==> config.mk <==
export PLATFORM = sky130hd
export DESIGN_NAME = freq_gen_nco
export DESIGN_NICKNAME = d
export VERILOG_FILES = /design/src/rtl/freq_gen_nco.sv
export SDC_FILE = /design/constraint.sdc
export NUM_CORES = 1
export LEC_CHECK = 0
export BUFFER_PORTS_ARGS = -buffer_cell sky130_fd_sc_hd__buf_4
export CAP_MARGIN = 30
export CORE_ASPECT_RATIO = 1.5
export CORE_MARGIN = 1.5
export CORE_UTILIZATION = 30
export CTS_CLUSTER_DIAMETER = 80
export DETAILED_ROUTE_END_ITERATION = 10
export GPL_ROUTABILITY_DRIVEN = 1
export PLACE_DENSITY = 0.52
export SYNTH_ARGS = -nofsm -noshare
export SYNTH_HDL_FRONTEND = slang
export SYNTH_SLANG_ARGS = --single-unit
==> constraint.sdc <==
create_clock -name sys_clk -period 6 [get_ports sys_clk]
set_input_delay 0.9 -clock sys_clk [delete_from_list [all_inputs] [get_ports sys_clk]]
set_output_delay 0.9 -clock sys_clk [all_outputs]
set_load 0.005 [all_outputs]
==> src/rtl/freq_gen_nco.sv <==
// Programmable square-wave NCO: converts a Hz request into a tuning word with a
// restoring divider, then drives a phase accumulator. Option: FREQ_GEN_NCO_ROUND_EN.
module freq_gen_nco #(
  parameter int unsigned SYS_CLK_FREQ = 50_000_000,
  parameter int unsigned ACC_W        = 32,
  parameter int unsigned FREQ_W       = 34
) (
  input  logic              sys_clk,
  input  logic              sys_rst,
  input  logic [FREQ_W-1:0] freq_set,
  input  logic              set_valid,
  output logic              set_ready,
  output logic              clk_out,
  output logic [ACC_W-1:0]  tune_word,
  output logic              busy,
  output logic              err
);

`ifdef FREQ_GEN_NCO_ROUND_EN
  localparam int unsigned ITER = ACC_W + 1;
`else
  localparam int unsigned ITER = ACC_W;
`endif
  localparam int unsigned Q_W   = ITER;
  localparam int unsigned REM_W = FREQ_W + 1;
  localparam int unsigned CNT_W = $clog2(ITER + 1);

  localparam logic [REM_W-1:0]  DIVISOR  = REM_W'(SYS_CLK_FREQ);
  localparam logic [FREQ_W-1:0] MAX_FREQ = FREQ_W'(SYS_CLK_FREQ / 2);
  localparam logic [CNT_W-1:0]  LAST_CNT = CNT_W'(ITER);

  typedef enum logic [1:0] {
    ST_IDLE,
    ST_CALC,
    ST_RUN
  } state_e;

  state_e             state_q, state_d;
  logic               ret_run_q, ret_run_d;
  logic [REM_W-1:0]   rem_q, rem_d;
  logic [Q_W-1:0]     quo_q, quo_d;
  logic [CNT_W-1:0]   cnt_q, cnt_d;
  logic [ACC_W-1:0]   acc_q, acc_d;
  logic [ACC_W-1:0]   tune_q, tune_d;
  logic               clk_q, clk_d;
  logic               busy_q, busy_d;
  logic               err_q, err_d;

  logic               accept;
  logic [REM_W-1:0]   rem_shift;
  logic [ACC_W-1:0]   load_word;

  // State register
  always_ff @(posedge sys_clk or posedge sys_rst) begin
    if (sys_rst) begin
      state_q   <= ST_IDLE;
      ret_run_q <= 1'b0;
      rem_q     <= '0;
      quo_q     <= '0;
      cnt_q     <= '0;
      acc_q     <= '0;
      tune_q    <= '0;
      clk_q     <= 1'b0;
      busy_q    <= 1'b0;
      err_q     <= 1'b0;
    end else begin
      state_q   <= state_d;
      ret_run_q <= ret_run_d;
      rem_q     <= rem_d;
      quo_q     <= quo_d;
      cnt_q     <= cnt_d;
      acc_q     <= acc_d;
      tune_q    <= tune_d;
      clk_q     <= clk_d;
      busy_q    <= busy_d;
      err_q     <= err_d;
    end
  end

  // Next-state: request classification, divider iterations and accumulator
  always_comb begin
    state_d   = state_q;
    ret_run_d = ret_run_q;
    rem_d     = rem_q;
    quo_d     = quo_q;
    cnt_d     = cnt_q;
    acc_d     = acc_q;
    tune_d    = tune_q;
    err_d     = err_q;
    clk_d     = (state_q == ST_IDLE) ? 1'b0 : acc_q[ACC_W-1];
    accept    = set_valid && !busy_q;
    rem_shift = rem_q << 1;
`ifdef FREQ_GEN_NCO_ROUND_EN
    load_word = ACC_W'(((ACC_W + 2)'(quo_q) + (ACC_W + 2)'(1)) >> 1);
`else
    load_word = ACC_W'(quo_q);
`endif

    // Keep the phase running while a retune is being computed
    if (state_q == ST_RUN || (state_q == ST_CALC && ret_run_q)) begin
      acc_d = acc_q + tune_q;
    end

    case (state_q)
      ST_CALC: begin
        if (cnt_q == LAST_CNT) begin
          tune_d  = load_word;
          state_d = ST_RUN;
        end else begin
          if (rem_shift >= DIVISOR) begin
            rem_d = rem_shift - DIVISOR;
            quo_d = {quo_q[Q_W-2:0], 1'b1};
          end else begin
            rem_d = rem_shift;
            quo_d = {quo_q[Q_W-2:0], 1'b0};
          end
          cnt_d = cnt_q + CNT_W'(1);
        end
      end
      default: begin
        if (accept) begin
          if (freq_set == '0) begin
            state_d = ST_IDLE;
            acc_d   = '0;
            tune_d  = '0;
            err_d   = 1'b0;
            clk_d   = 1'b0;
          end else if (freq_set > MAX_FREQ) begin
            err_d = 1'b1;
          end else begin
            err_d     = 1'b0;
            ret_run_d = (state_q == ST_RUN);
            state_d   = ST_CALC;
            rem_d     = {1'b0, freq_set};
            quo_d     = '0;
            cnt_d     = '0;
          end
        end
      end
    endcase

    busy_d = (state_d == ST_CALC);
  end

  assign set_ready = !busy_q;
  assign busy      = busy_q;
  assign clk_out   = clk_q;
  assign tune_word = tune_q;
  assign err       = err_q;

endmodule
# Word level (Yosys, flattened, before mapping)
# Index checks and enable logic that the tools add are counted.
[classes]
bitwise = 3
eq_ne = 8
reduce_logical = 12
order_cmp = 2
n_addsub = 3
mux = 36
[ops]
columns = ["cell", "n"]
rows = [
  ["32-bit 2-to-1 mux", 13],
  ["34-bit 2-to-1 mux", 6],
  ["35-bit by 26-bit >= comparator with 1-bit output (second input constant)", 1],
  ["34-bit by 25-bit > comparator with 1-bit output (second input constant)", 1],
  ["34-bit zero test", 1],
  ["34-bit by 26-bit subtractor with 34-bit output (second input constant)", 1],
  ["32-bit adder", 1],
  ["6-bit 2-to-1 mux", 5],
  ["2-bit 2-to-1 mux", 5],
  ["4-bit AND reduction", 2],
  ["1-bit 2-to-1 mux", 7],
  ["6-bit by 1-bit adder with 6-bit output (second input constant)", 1],
  ["6-bit equality test (second input constant)", 1],
  ["2-bit != test (second input constant)", 3],
  ["2-bit by 1-bit equality test with 1-bit output (second input constant)", 2],
  ["2-bit nonzero test", 2],
  ["1-bit inverter", 3],
  ["3-bit AND reduction", 1],
  ["2-bit equality test (second input constant)", 1],
  ["1-bit logical AND", 2],
  ["2-bit zero test", 1],
  ["2-bit by 1-bit != test with 1-bit output (second input constant)", 1],
  ["2-bit AND reduction", 1],
  ["1-bit zero test", 1],
  ["1-bit logical OR", 1],
]
[totals]
out_inout_bits = 36
inputBits = 37
reg_bits = 142

# Depth between registers and ports, before layout
[depth]
word_depth = 7
depth_mapped = 12
ltp_nobuf = 12

# Worst setup path after synthesis
# OpenSTA, ideal clock, no wires.
[synth_timing]
kind = "input to register"
start = "input port freq_set[7]"
end = "register rem_q[7]"
arrival_ns = 2.872
setup_time_ns = 0.133
n_path_buf = 2
path_slack_ns = 2.996
cell_stages = 11
required_ns = 5.867
cell_sequence = "or3_1 > nor3_1 > o21ai_0 > a21oi_1 > a31oi_1 > nor4_2 > nor2_1 > clkbuf_1 > clkbuf_1 > a211oi_1 > a21oi_1"
[synth_between]
elab_chain_cells = 4
[synth_rtl]
columns = ["item", "line_no", "rtl"]
rows = [
  ["from (decl)", "10", "input logic [FREQ_W-1:0] freq_set,"],
  ["branches (longest 4 deep; another with 34-bit by 25-bit > comparator with 1-bit output)", "n/a", ""],
  ["to (signal assigned)", "69", "rem_q <= rem_d;"],
  ["to (decl)", "40", "logic [REM_W-1:0] rem_q, rem_d;"],
]
# Several ways; the timed one is not identified. The select of a mux whose other input is x is not followed.
# A chain may end at the register's enable or synchronous reset.

# Final worst setup path
[layout_timing]
start = "register tune_q[4], in the netlist tune_word[4]"
end = "register acc_q[31]"
[layout_between]
elab_chain_cells = 5
[layout_rtl]
columns = ["item", "line_no", "rtl"]
rows = [
  ["from (decl)", "44", "logic [ACC_W-1:0] tune_q, tune_d;"],
  ["from (signal assigned)", "73", "tune_q <= tune_d;"],
  ["32-bit adder *", "101", "acc_d = acc_q + tune_q;"],
  ["32-bit 2-to-1 mux *", "100", "if (state_q == ST_RUN || (state_q == ST_CALC && ret_run_q)) begin"],
  ["32-bit 2-to-1 mux", "122", "if (freq_set == '0) begin"],
  ["32-bit 2-to-1 mux", "121", "if (accept) begin"],
  ["32-bit 2-to-1 mux *", "104", "case (state_q)"],
  ["named net acc_d[31]", "43", "logic [ACC_W-1:0] acc_q, acc_d;"],
  ["to (signal assigned)", "61", "acc_q <= '0;"],
  ["to (signal assigned)", "72", "acc_q <= acc_d;"],
  ["to (decl)", "43", ""],
]
# The timed path passes the listed nets; every way through them passes the cells marked *.

==> results by group <==
Synthesis
  – Number of distinct library cells after synthesis: just under 60
  – Synth Instances: between 900 and 1,000
  – Area leader, netlist: dfrtp_1
  – Synth cell count leaders: 195 x nand2_1, 142 x dfrtp_1, 109 x o21ai_0
  – Top FF cell, synth: dfrtp_1
  – Seq/Total Area, Yosys: between 40 and 50%
  – Count leader, synth: nand2_1
  – Ys Warns: 0
  – #FFs+latches synth: approximately 140
  – Post-synth top area share: between 40% and 50%
  – Share of flip-flops with an asynchronous set or reset: 100%
  – Ranking of synthesized cells by area: dfrtp_1 45%, nand2_1 9.3%, o21ai_0 6.9%
  – Mapped Area: between 7000 and 8000 um2
  – Number of synthesized flops with an enable pin: 0
  – Synth Net Count: about 980
  – Synth Area per Inst: between 8 and 9 um2

GRT
  – Largest net degree at the start of global routing: 97
  – Initial antenna violation count: 0
  – Total track usage: between 10% and 20%
  – Total grt overflow: 0
  – Number of global-route vias before repair: between 6,000 and 7,000
  – First-pass GRT wire length: about 34 mm

Die
  – Starting Density: between 30% and 40%
  – Die area: 27,300 um2
  – Boundary Pins: 73
  – Core footprint: around 26,000 um2
  – Die Height: just over 200 um
  – Die W: 136 um
  – Rows: approximately 70

Clock tree
  – Clock-pin slew on the worst setup and hold paths: about 0.060 ns
  – CTS tree: done
  – TritonCTS Sinks: between 100 and 150
  – Longest Clk Path Bufs: 2
  – CTS Hold Bufs: 0
  – Post_cts resized: 0
  – Latest clock arrival within the worst-skew pair: roughly 0.43 ns
  – CTS buffer count: 17
  – Root Buffer: clkbuf_16
  – Post-CTS Setup Inserts: 0
  – H-tree depth: 4

Cells and area
  – Final net count: 1,038
  – Finished Layout Cells: ~1,300
  – Final core occ: between 30% and 40%
  – Layout area overhead: 19.9%
  – # diodes: 0
  – Final instance area: ~9500 um2
  – Fraction of layout cells with a size suffix above 1: between 10% and 20%
  – Fillers: about 2,700

Setup path
  – Worst path cell trace: ha_1 -> a21o_1 -> a31oi_1 -> a21boi_0 -> a41oi_1 -> o31ai_1 -> a21boi_0 -> o211ai_1 -> mux2i_1 -> mux2i_1
  – CP peak stage delay: between 0.6 and 0.7 ns
  – Critical path data required time: between 6 and 7 ns
  – Crit-path slowest cell: o31ai_1
  – Crit path launch type: flop
  – Crit Path Max Fanout: 5
  – Worst path bufs/invs: 0
  – CP endpoint kind: flop
  – Register-to-register setup slack: 2.54 ns
  – Worst Path Arrival: 3.81 ns
  – Kind of cell adding the most delay to the critical path: compound AO/OA/AOI/OAI gates
  – Setup CP Type: flop to flop

Placed design
  – DP Worst Slack: approximately 2.2 ns
  – DP Area: about 9000 um2
  – I/O Buffers: between 70 and 80
  – DP Cell Count: between 1,000 and 1,500
  – HPWL after detailed placement: about 15 mm
  – GP Congestion: 0.811

STA
  – Final worst path period share: approximately 58%
  – Peak Freq: approximately 290 MHz
  – Final setup TNS: 0 ns
  – Min cycle time layout: around 3.5 ns
  – Final hold vios: 0
  – # setup viols final: 0
  – Worst-Margin Slew: around 0.80 ns
  – Unrepaired setup endpoints after global routing: no
  – Pins Over Slew Limit: 0
  – Rel. slew slack: 46.7%
  – Skew final: around 0.011 ns
  – Worst Setup Slack, final: between 2 and 3 ns

Power and ir drop
  – Leakage: approximately 4.2 nW
  – Comb pwr share: between 15 and 20%
  – Sw Ratio: 29.2%
  – PwrDens: 291 nW/um2
  – Max IR drop VDD: between 0.15 and 0.2 mV
  – Switching power: slightly above 0.8 mW
  – Clock share of power: 40.2%
  – Sequential Power Share: 41.5%
  – Internal: between 1.5 and 2 mW

Detailed routing
  – Drt total wl: between 20 and 25 mm
  – # DRC: 0
  – Detailed-route vias per instance: about 5.0
  – Final ANT Viol Nets: 0
  – DRT iter0 DRCs: approximately 320
  – Drt pass-1 iters: 4
  – Avg WL per Cell: between 15 and 20 um
  – Via count: 6,610

Job
  – Max Cap Violations: 0

Run status
  – Status: finished clean

Min path
  – Hold Crit Class: flop to flop
[stage by stage]
stage	total power, mW	hold WS [ns]
6_report	2.76	0.480
2_1_floorplan	1.53	0.449
3_3_place_gp	1.66	0.462
4_1_cts	2.79	0.484
3_5_place_dp	1.66	0.471
5_1_grt	2.91	0.502
[kinds of logic (layout without fill, tap and decap cells)]
family	count (synthesis)	count (layout)	share of synthesized area, %
simple gates	349	349	19.9
fa+ha+maj	36	36	5.79
buf+inv	56	131	2.72
mux	15	15	1.93
compound gates	253	253	18.9
flops	142	142	45.0
xor+xnor	52	52	5.76
[worst register-to-register path, stage by stage (launching register included)]
cell and delay, ns:
dfrtp_1 0.40, ha_1 0.37, a21o_1 0.17, a31oi_1 0.06
a21boi_0 0.33, a41oi_1 0.34, o31ai_1 0.69, a21boi_0 0.32
o211ai_1 0.28, mux2i_1 0.25, mux2i_1 0.19
[power groups by stage]
stage | logic [mW] | registers, mW | clock network, mW
final | 0.506 | 1.14 | 1.11
after global routing | 0.577 | 1.16 | 1.17
after CTS | 0.509 | 1.14 | 1.14
after detailed placement | 0.506 | 1.16 | 0
after global placement | 0.500 | 1.16 | 0
after floorplan | 0.392 | 1.14 | 0
[layer usage]
layer / track usage [%] / vias to the layer above / wire [um]
met5: 0 / - / 0
met4: 5.72 / 0 / 430
met3: 2.93 / 25 / 504
met2: 27.6 / 113 / 10600
met1: 18.9 / 3159 / 8970
li1: - / 3313 / -
[final cells by class]
| cell class | count | area, um2 | share of cell area, % |
|---|---|---|---|
| Clock buffer | 17 | 425 | 4.49 |
| Sequential cell | 142 | 3550 | 37.5 |
| Multi-Input combinational cell | 705 | 4160 | 43.9 |
| Tap cell | 333 | 417 | 4.40 |
| Timing Repair Buffer | 84 | 671 | 7.08 |
| Inverter | 15 | 61.3 | 0.647 |
| Clock inverter | 15 | 186 | 1.97 |
[flip-flops by register name, indices dropped and copies added (netlist names)]
signal / count
acc_q: 32
busy: 1
clk_out: 1
cnt_q: 6
err: 1
load_word: 32
rem_q: 34
ret_run_q: 1
state_q: 2
tune_word: 32
[worst paths after layout]
check                                               from                        end  depth (start not counted)
worst max-delay path            tune_word[4]$_DFFE_PP0P_        acc_q[31]$_DFF_PP0_                         10
worst min-delay path            load_word[1]$_DFFE_PP0P_   load_word[1]$_DFFE_PP0P_                          2
worst max register to register  tune_word[4]$_DFFE_PP0P_        acc_q[31]$_DFF_PP0_                         10
worst min register to register  load_word[1]$_DFFE_PP0P_   load_word[1]$_DFFE_PP0P_                          2
max in group asynchronous                        sys_rst      ret_run_q$_DFFE_PP0P_                          4
min in group asynchronous                        sys_rst  tune_word[30]$_DFFE_PP0P_                          3
[cell usage in the layout (no fill, tap or decap), types with 5 or more instances in the layout]
cell and n:
nor3_1 14, and3_1 7, ha_1 35, dfrtp_1 142, a31oi_1 10, xor2_1 21, o21ai_0 109, nor4_1 11
nor4b_1 6, o21a_1 9, buf_4 81, and2_1 5, nor2b_1 9, nand2_1 195, xnor2_1 31, o22ai_1 10
clkbuf_16 17, nor2_1 43, nand3_1 22, clkinv_4 5, nor3b_1 5, inv_1 14, a21o_1 10, mux2i_1 13
a21oi_1 60, nand4_1 10, nand2b_1 8, o31ai_1 5
(Power assumes the default switching activity.)
